$ cat src/rtl/ni_request_payload_serializer_pkg.sv
// ---------------------------------------------------------------------------
// ni_request_payload_serializer_pkg
// Shared definitions for the NI request payload serializer:
//   - FTYPE_WIDTH_DEF : default flit-type field width prepended by the builder
//   - clog2()         : ceiling log2, used to size count/index fields
//   - state_e         : serializer FSM encoding (ST_IDLE / ST_SEND)
// ---------------------------------------------------------------------------
package ni_request_payload_serializer_pkg;

   localparam int FTYPE_WIDTH_DEF = 2;

   typedef enum logic {
      ST_IDLE = 1'b0,
      ST_SEND = 1'b1
   } state_e;

   // Ceiling log2; clog2(1) = 0, clog2(5) = 3.
   function automatic int clog2(input int value);
      int result;
      result = 0;
      for (int i = 0; i < 31; i++) begin
         if ((32'sd1 <<< i) < value) begin
            result = i + 1;
         end
      end
      return result;
   endfunction

endpackage

$ cat src/rtl/ni_request_payload_serializer_chunk_mux.sv
// ---------------------------------------------------------------------------
// ni_payload_chunk_mux
// Purely combinational chunk selector: returns chunk idx_i of payload_i
// (chunk k = payload_i[BASE_WIDTH*k +: BASE_WIDTH]), or zero when en_i is low.
// Ports:
//   payload_i  PAYLOAD  full captured payload
//   idx_i      CNT      chunk index
//   en_i       1        output gate; data_o is zero when low
//   data_o     BASE     selected chunk
// ---------------------------------------------------------------------------
module ni_payload_chunk_mux #(
   parameter int BASE_WIDTH = 30,
   parameter int MAX_FLITS  = 4,
   parameter int CNT_WIDTH  = 3
) (
   input  logic [BASE_WIDTH*MAX_FLITS-1:0] payload_i,
   input  logic [CNT_WIDTH-1:0]            idx_i,
   input  logic                            en_i,
   output logic [BASE_WIDTH-1:0]           data_o
);

   // Compare-and-select per chunk so an index beyond MAX_FLITS-1 yields zero
   // instead of an out-of-range part-select.
   always_comb begin
      data_o = {BASE_WIDTH{1'b0}};
      for (int k = 0; k < MAX_FLITS; k++) begin
         if (en_i && (idx_i == CNT_WIDTH'(k))) begin
            data_o = payload_i[BASE_WIDTH*k +: BASE_WIDTH];
         end else begin
            data_o = data_o;
         end
      end
   end

endmodule

$ cat src/rtl/ni_request_payload_serializer.sv
// ---------------------------------------------------------------------------
// ni_request_payload_serializer
// Captures a whole request payload in one load handshake and streams it to
// the NI flit builder as BASE_WIDTH-wide chunks, lowest chunk first.
// Optional feature macro: NI_PAYLOAD_PARITY_EN (adds chunk_parity output).
// Ports:
//   clock, reset_n      clock and asynchronous active-low reset
//   load_valid/ready    payload handshake (load_ready is combinational)
//   load_payload        chunk k at [BASE_WIDTH*k +: BASE_WIDTH]
//   load_nflits         chunks to send (clamped to MAX_FLITS, 0 = drop)
//   chunk_valid/ready   chunk handshake towards the flit builder
//   chunk_data/idx/last current chunk, its index, tail marker (registered)
//   abort               synchronous flush, highest priority
//   busy                high while in SEND
//   chunk_parity        XOR of chunk_data (only with NI_PAYLOAD_PARITY_EN)
// ---------------------------------------------------------------------------
module ni_request_payload_serializer
   import ni_request_payload_serializer_pkg::*;
#(
   parameter  int FLIT_WIDTH    = 32,
   parameter  int FTYPE_WIDTH   = FTYPE_WIDTH_DEF,
   parameter  int MAX_FLITS     = 4,
   localparam int BASE_WIDTH    = FLIT_WIDTH - FTYPE_WIDTH,
   localparam int PAYLOAD_WIDTH = BASE_WIDTH * MAX_FLITS,
   localparam int CNT_WIDTH     = clog2(MAX_FLITS + 1)
) (
   input  logic                     clock,
   input  logic                     reset_n,
   input  logic                     load_valid,
   output logic                     load_ready,
   input  logic [PAYLOAD_WIDTH-1:0] load_payload,
   input  logic [CNT_WIDTH-1:0]     load_nflits,
   output logic                     chunk_valid,
   input  logic                     chunk_ready,
   output logic [BASE_WIDTH-1:0]    chunk_data,
   output logic [CNT_WIDTH-1:0]     chunk_idx,
   output logic                     chunk_last,
   input  logic                     abort,
   output logic                     busy
`ifdef NI_PAYLOAD_PARITY_EN
   ,
   output logic                     chunk_parity
`endif
);

   localparam logic [CNT_WIDTH-1:0] MAX_CNT  = CNT_WIDTH'(MAX_FLITS);
   localparam logic [CNT_WIDTH-1:0] CNT_ZERO = {CNT_WIDTH{1'b0}};
   localparam logic [CNT_WIDTH-1:0] CNT_ONE  = CNT_WIDTH'(1);

   state_e                   state_q, state_d;
   logic [PAYLOAD_WIDTH-1:0] payload_q, payload_d;
   logic [CNT_WIDTH-1:0]     nflits_q, nflits_d;
   logic [CNT_WIDTH-1:0]     idx_q, idx_d;

   logic                     chunk_valid_q, chunk_valid_d;
   logic [BASE_WIDTH-1:0]    chunk_data_q, chunk_data_d;
   logic [CNT_WIDTH-1:0]     chunk_idx_q, chunk_idx_d;
   logic                     chunk_last_q, chunk_last_d;

   logic                     accept;
   logic [CNT_WIDTH-1:0]     nflits_clamped;
   logic                     send_d;

   // Acceptance: idle, or the tail chunk is leaving this cycle; never on abort.
   always_comb begin
      if (abort) begin
         load_ready = 1'b0;
      end else if (state_q == ST_IDLE) begin
         load_ready = 1'b1;
      end else begin
         load_ready = chunk_valid_q & chunk_ready & chunk_last_q;
      end
      accept = load_valid & load_ready;
      if (load_nflits > MAX_CNT) begin
         nflits_clamped = MAX_CNT;
      end else begin
         nflits_clamped = load_nflits;
      end
   end

   // Next-state: abort beats load, load beats chunk advance.
   always_comb begin
      state_d   = state_q;
      payload_d = payload_q;
      nflits_d  = nflits_q;
      idx_d     = idx_q;
      if (abort) begin
         state_d = ST_IDLE;
         idx_d   = CNT_ZERO;
      end else if (accept) begin
         payload_d = load_payload;
         nflits_d  = nflits_clamped;
         idx_d     = CNT_ZERO;
         if (nflits_clamped != CNT_ZERO) begin
            state_d = ST_SEND;
         end else begin
            state_d = ST_IDLE;
         end
      end else if ((state_q == ST_SEND) && chunk_valid_q && chunk_ready) begin
         if (chunk_last_q) begin
            state_d = ST_IDLE;
            idx_d   = CNT_ZERO;
         end else begin
            idx_d = idx_q + CNT_ONE;
         end
      end else begin
         state_d = state_q;
      end
   end

   assign send_d = (state_d == ST_SEND);

   // Outputs are precomputed from next state so they can be registered
   // while still appearing the cycle after accept.
   ni_payload_chunk_mux #(
      .BASE_WIDTH (BASE_WIDTH),
      .MAX_FLITS  (MAX_FLITS),
      .CNT_WIDTH  (CNT_WIDTH)
   ) u_chunk_mux (
      .payload_i (payload_d),
      .idx_i     (idx_d),
      .en_i      (send_d),
      .data_o    (chunk_data_d)
   );

   // Next output values, all zero outside SEND.
   always_comb begin
      chunk_valid_d = send_d;
      if (send_d) begin
         chunk_idx_d  = idx_d;
         chunk_last_d = (idx_d == (nflits_d - CNT_ONE));
      end else begin
         chunk_idx_d  = CNT_ZERO;
         chunk_last_d = 1'b0;
      end
   end

   // State, payload, counters and output registers.
   always_ff @(posedge clock or negedge reset_n) begin
      if (!reset_n) begin
         state_q       <= ST_IDLE;
         payload_q     <= {PAYLOAD_WIDTH{1'b0}};
         nflits_q      <= CNT_ZERO;
         idx_q         <= CNT_ZERO;
         chunk_valid_q <= 1'b0;
         chunk_data_q  <= {BASE_WIDTH{1'b0}};
         chunk_idx_q   <= CNT_ZERO;
         chunk_last_q  <= 1'b0;
      end else begin
         state_q       <= state_d;
         payload_q     <= payload_d;
         nflits_q      <= nflits_d;
         idx_q         <= idx_d;
         chunk_valid_q <= chunk_valid_d;
         chunk_data_q  <= chunk_data_d;
         chunk_idx_q   <= chunk_idx_d;
         chunk_last_q  <= chunk_last_d;
      end
   end

   assign chunk_valid = chunk_valid_q;
   assign chunk_data  = chunk_data_q;
   assign chunk_idx   = chunk_idx_q;
   assign chunk_last  = chunk_last_q;
   assign busy        = (state_q == ST_SEND);

`ifdef NI_PAYLOAD_PARITY_EN
   logic parity_q;

   function automatic logic even_parity(input logic [BASE_WIDTH-1:0] d);
      return ^d;
   endfunction

   // Parity register tracks chunk_data_q (zero data gives zero parity).
   always_ff @(posedge clock or negedge reset_n) begin
      if (!reset_n) begin
         parity_q <= 1'b0;
      end else begin
         parity_q <= even_parity(chunk_data_d);
      end
   end

   assign chunk_parity = parity_q;
`endif

endmodule

$ cat config.mk
export PLATFORM = sky130hd
export DESIGN_NAME = ni_request_payload_serializer
export DESIGN_NICKNAME = d
export VERILOG_FILES = /design/src/rtl/ni_request_payload_serializer_pkg.sv /design/src/rtl/ni_request_payload_serializer_chunk_mux.sv /design/src/rtl/ni_request_payload_serializer.sv
export SDC_FILE = /design/constraint.sdc
export NUM_CORES = 1
export LEC_CHECK = 0
export ABC_CLOCK_PERIOD_IN_PS = 3920
export CORE_MARGIN = 8
export CORE_UTILIZATION = 54
export DETAILED_ROUTE_END_ITERATION = 6
export GPL_ROUTABILITY_DRIVEN = 0
export MAX_ROUTING_LAYER = met4
export PLACE_DENSITY_LB_ADDON = 0.12
export SLEW_MARGIN = 20
export SYNTH_ARGS = -nofsm -noshare
export SYNTH_HDL_FRONTEND = slang
export SYNTH_SLANG_ARGS = --single-unit
$ cat constraint.sdc
create_clock -name clock -period 3.92 [get_ports clock]
set_clock_uncertainty 0.15 [all_clocks]
set_input_delay 0.588 -clock clock [delete_from_list [all_inputs] [get_ports clock]]
set_output_delay 0.588 -clock clock [all_outputs]
set_load 0.005 [all_outputs]
# --- After elaboration in Yosys (flattened, before gate mapping) ---
# Index checks and enable logic that the tools add are counted.
op_classes:
  n_eq_ne: 4
  addsub: 2
  reduce_logical: 7
  n_lt_le_gt_ge: 1
  n_mux: 22
  n_bitwise: 3
op_table:
  columns: ["op", "count"]
  rows:
  - ["$mux 120", 2]
  - ["$mux 30", 4]
  - ["$mux 3", 8]
  - ["$mux 1", 8]
  - ["$eq 3x2->1 const B", 2]
  - ["$logic_and 1x1->1", 5]
  - ["$add 3x1->3 const B", 1]
  - ["$and 1x1->1", 3]
  - ["$eq 3x1->1 const B", 1]
  - ["$eq 3x3->1", 1]
  - ["$gt 3x3->1 const B", 1]
  - ["$logic_not 3->1", 1]
  - ["$reduce_bool 3->1", 1]
  - ["$sub 3x1->3 const B", 1]
totals:
  inputBits: 128
  output_inout_bits: 37
  reg_bits: 161

# --- Logic depth before layout (Yosys ltp) ---
depth:
  word_depth: 13
  depth_mapped: 11

# --- Hierarchy ---
# A second synthesis with hierarchy kept.
hier_totals:
  cells_unflattened: 440
  hier_area_um2: 6638.9
by_module_without_submodules:
  columns: ["mod", "seq_area_each_um2", "cells_each", "area_per_inst_um2", "instances"]
  rows:
  - ["ni_request_payload_serializer", 4028.9, 335, 5751.8, 1]
  - ["ni_payload_chunk_mux", 0.0, 105, 887.1, 1]

# --- Worst setup path before layout ---
# Ideal clock, no wire load.
synth_path:
  kind: "input port to flip-flop"
  startpoint: "in chunk_ready"
  endpoint: "reg chunk_last_q, in the netlist chunk_last"
  slack_ns: 1.248
  setup_ns: 0.101
  arrival_time_ns: 2.421
  path_stages: 11
  t_required_ns: 3.669
  path_cell_list: "buf_6 > a21boi_1 > nor2_1 > buf_2 > clkbuf_1 > nand3_1 > nand2_1 > inv_1 > ha_1 > xor3_1 > nor4_1"
synth_between:
  elab_chain_cells: 10
synth_rtl:
  columns: ["element", "line_no", "source"]
  rows:
  - ["from (decl)", "ni_request_payload_serializer.sv:34", "input logic chunk_ready,"]
  - ["$and 1x1->1 (2 in a row)", "ni_request_payload_serializer.sv:71", "load_ready = chunk_valid_q & chunk_ready & chunk_last_q;"]
  - ["$mux 1", "ni_request_payload_serializer.sv:68", "end else if (state_q == ST_IDLE) begin"]
  - ["$mux 1", "ni_request_payload_serializer.sv:66", "if (abort) begin"]
  - ["$and 1x1->1", "ni_request_payload_serializer.sv:73", "accept = load_valid & load_ready;"]
  - ["$mux 3", "ni_request_payload_serializer.sv:90", "end else if (accept) begin"]
  - ["$mux 3", "ni_request_payload_serializer.sv:87", "if (abort) begin"]
  - ["net nflits_d[1]", "ni_request_payload_serializer.sv:52", "logic [CNT_WIDTH-1:0] nflits_q, nflits_d;"]
  - ["$sub 3x1->3", "ni_request_payload_serializer.sv:131", "chunk_last_d = (idx_d == (nflits_d - CNT_ONE));"]
  - ["$eq 3x3->1", "ni_request_payload_serializer.sv:131", null]
  - ["$mux 1", "ni_request_payload_serializer.sv:129", "if (send_d) begin"]
  - ["net chunk_last_d", "ni_request_payload_serializer.sv:58", "logic chunk_last_q, chunk_last_d;"]
  - ["to (signal assigned)", "ni_request_payload_serializer.sv:157", "chunk_last_q <= chunk_last_d;"]
  - ["to (decl)", "ni_request_payload_serializer.sv:58", null]
# The timed path passes the listed nets, and every way through them passes these cells.

# --- Final worst setup path ---
layout_path:
  startpoint: "in chunk_ready"
  endpoint: "reg chunk_data_q[11], in the netlist chunk_data[11]"
layout_between:
  elab_chain_cells: 13
layout_rtl:
  columns: ["element", "line_no", "source"]
  rows:
  - ["$and 1x1->1 (2 in a row)", "ni_request_payload_serializer.sv:71", null]
  - ["$mux 1", "ni_request_payload_serializer.sv:68", null]
  - ["$mux 1", "ni_request_payload_serializer.sv:66", null]
  - ["$and 1x1->1", "ni_request_payload_serializer.sv:73", null]
  - ["$mux 3", "ni_request_payload_serializer.sv:90", null]
  - ["$mux 3", "ni_request_payload_serializer.sv:87", null]
  - ["$logic_not 3->1", "ni_request_payload_serializer_chunk_mux.sv:27", "if (en_i && (idx_i == CNT_WIDTH'(k))) begin"]
  - ["$logic_and 1x1->1", "ni_request_payload_serializer_chunk_mux.sv:27", null]
  - ["$mux 30 (3 in a row)", "ni_request_payload_serializer_chunk_mux.sv:27", null]
  - ["$mux 30 *", "ni_request_payload_serializer_chunk_mux.sv:27", null]
  - ["net chunk_data_d[11]", "ni_request_payload_serializer.sv:56", "logic [BASE_WIDTH-1:0] chunk_data_q, chunk_data_d;"]
  - ["to (signal assigned)", "ni_request_payload_serializer.sv:146", "chunk_data_q <= {BASE_WIDTH{1'b0}};"]
  - ["to (signal assigned)", "ni_request_payload_serializer.sv:155", "chunk_data_q <= chunk_data_d;"]
  - ["to (decl)", "ni_request_payload_serializer.sv:56", null]
# Mark *: on every way through the listed nets, which the timed path passes. The rest lies on a longest branch.

==> results.yml <==
outcome:
  status: "completed"
sta:
  relSlewSlack: 0.2581
  setup_violations: 0
  whs_ps: 29.83
  post-route-period-util: 0.7717
  setup_slack_ps: 894.9
  timing.setup.tns_ps: 0
  rsz0062_at_grt: "no"
  finalCriticalPeriod_ps: 3025
  hold_viol: 0
  fmax_ghz: 0.3306
  slew_violations: 0
  tightest_slew_ps: 1113
yosys:
  synth_top_area_cell: "dfrtp_1"
  synthXorXnorAreaFrac: 0.007031
  yosysWarningCount: 0
  synth_flop_cell: "dfrtp_1"
  yosysSeqAreaShare: 0.5660
  synthMuxAreaShare: 0.1334
  synth_cells: 559
  avgSynthCellArea_sq_um: 12.73
  ys_ff_latch: 161
  synth-edff-count: 0
  yosysTopAreaCellShare: 0.5660
  synthSimpleGateAreaFrac: 0.08385
  synth_area_leaders: "dfrtp_1, mux2_2, nand2_1"
  synth.distinct_cells: 48
  synthAdderAreaFrac: 0.003516
  synthesis.nets: 689
  synth_compound_gate_area_share: 0.1656
  syn_area_sq_um: 7118
  synth_top_family_by_area: "compound AO/OA/AOI/OAI gates"
  synthArstFlopShare: 1.000
finish:
  diodes: 0
  drive_gt1_frac: 0.1912
  area_growth_syn_to_layout_pct: 34.33
  final_nets: 844
  fill_cells: 931
critical_path:
  cp.depth: 6
  worst_path_dominant_cell_family: "compound AO/OA/AOI/OAI gates"
  ff2ff_path_depth: 6
  path_cells: "clkdlybuf4s50_1 > a21bo_1 > a2111o_1 > o211a_1 > a22o_1 > a32o_1"
  arrival_ps: 3190
  worstSetupEndpointType: "flop"
  path_max_fanout: 28
  required_ps: 4080
  worstSetupPathType: "input port to flop"
  path_buf_inv: 1
  cp-start-kind: "input port"
  worst_path_largest_cell_delay_ps: 610
  critical_path.slowest_cell: "o211a_1"
routing:
  wl_per_cell_microns: 20.64
  drc: 0
  vias: 5197
  dr.pass1.iters: 6
  vias_per_cell: 5.755
  wirelength_mm: 18.64
  drt_iter0_markers: 450
  postRouteAntennaNets: 0
clock_tree:
  path_clk_slew_ps: 60
  cts_tree: "built"
  post_cts_buffers: 0
  root_buffer: "clkbuf_16"
  cts_buffer_depth: 2
  cts_sinks: 161
  cts.repair.resized: 0
  clock_latency_ps: 420
  htreeDepth: 4
  numCtsBuffers: 17
  postCtsHoldBufs: 0
power:
  ir_worst_vdd_uv: 281.9
  pwr_density_cell_nw_per_um2: 500.6
  leakage_nw: 4.537
job:
  drv_cap: 0
min_path:
  hp-class: "input port to async pin"
die:
  die_w_microns: 130.8
  start_util: 0.5462
  ios: 165
  core_area_sq_um: 13030
  dieArea_sq_um: 17110
  placementRows: 42
  die-height_microns: 130.8
global_routing:
  globalRoute.totalOverflow: 0
  grt_first_pass_wirelength_mm: 29.44
  grt_max_degree: 83
  grt_usage: 0.2324
  grt_antenna_before_repair: 0
  grt_pass1_vias: 5631
place:
  dpl.hpwl_mm: 12.65
  dp_slack_ps: 509.4
  port_buffers: 164
final cells by class:
type / count / area [sq um] / area share
clock buffers: 18 / 439.2 / 0.04593
clock inverters: 14 / 236.5 / 0.02473
inverters: 6 / 23.77 / 0.002486
multi-input cells: 347 / 2818 / 0.2947
flip-flops and latches: 161 / 4029 / 0.4214
well taps: 176 / 220.2 / 0.02303
repair buffers: 181 / 1795 / 0.1878
flip-flops by register name, summed over array words and instances, names as in the netlist:
| name | cells |
|---|---|
| payload_q | 120 |
| chunk_last | 1 |
| chunk_data | 30 |
| chunk_idx | 3 |
| nflits_q | 3 |
| chunk_valid | 1 |
| idx_q | 3 |
per-stage QoR:
stage | utilization | power, W | cells | cell area, sq um
after floorplan | - | 0.002533 | 559 | 7118
after global placement | 0.6818 | 0.002895 | 871 | 8886
after detailed placement | 0.6818 | 0.002938 | 871 | 8886
after CTS | 0.7337 | 0.004811 | 903 | 9562
after global routing | 0.7337 | 0.004972 | 903 | 9562
final | 0.7337 | 0.004787 | 903 | 9562
final timing paths:
kind                          startpoint             end  slack [ps]
max                          chunk_ready  chunk_data[11]         890
min                              reset_n   payload_q[30]          30
max reg2reg                     idx_q[0]  chunk_data[11]        1140
min reg2reg                payload_q[59]   payload_q[59]         330
max in group asynchronous        reset_n   chunk_data[1]        2480
min in group clock         payload_q[59]   payload_q[59]         330
cell usage after synthesis (all sizes together) (2+ instances only):
cell    instances
inv             5
o21a           21
dfrtp         161
a22o            5
and3           23
mux2i           6
a21o           26
ha              2
o22ai           3
o211a          22
or2b            5
clkbuf         12
a21bo           2
nand3           6
a221o          21
xnor2           2
o21ai           2
nand2          67
a21oi           2
mux2           79
buf            33
nor2b           3
a32o            5
nor3            4
nor2            6
o32a           21
or3             2
cell usage in the layout (no fill, tap or decap), types with 21 or more instances in the layout:
cell type	synthesis	layout
dfrtp_1	161	161
o32a_1	21	21
o21a_1	21	21
a21o_1	26	26
a221o_1	21	21
o211a_1	22	22
and3_1	23	23
clkdlybuf4s50_1	0	163
mux2_2	79	79
nand2_1	66	66
routing by layer:
metal | up-vias | GRT usage | part of all wire
li1 | 2355 | - | -
met1 | 2656 | 0.2872 | 0.43
met2 | 166 | 0.3677 | 0.49
met3 | 20 | 0.05601 | 0.058
met4 | 0 | 0.08238 | 0.015
met5 | - | - | 0
kinds of logic (layout without fill, tap and decap cells):
kind of cell | Yosys count | in the layout
flops | 161 | 161
mux | 85 | 85
buf+inv | 51 | 219
xor+xnor | 4 | 4
fa+ha+maj | 2 | 2
simple gates | 123 | 123
compound gates | 133 | 133
where the power goes:
group | total, W | switching (W) | leakage (nW) | internal [W]
Combinational | 0.000855 | 0.000371 | 2.24 | 0.000484
Sequential | 0.00206 | 0.0000970 | 1.98 | 0.00196
Clock | 0.00188 | 0.000668 | 0.314 | 0.00121
Total | 0.00479 | 0.00114 | 4.54 | 0.00365
Note: power is estimated with default switching activity, not from simulation.
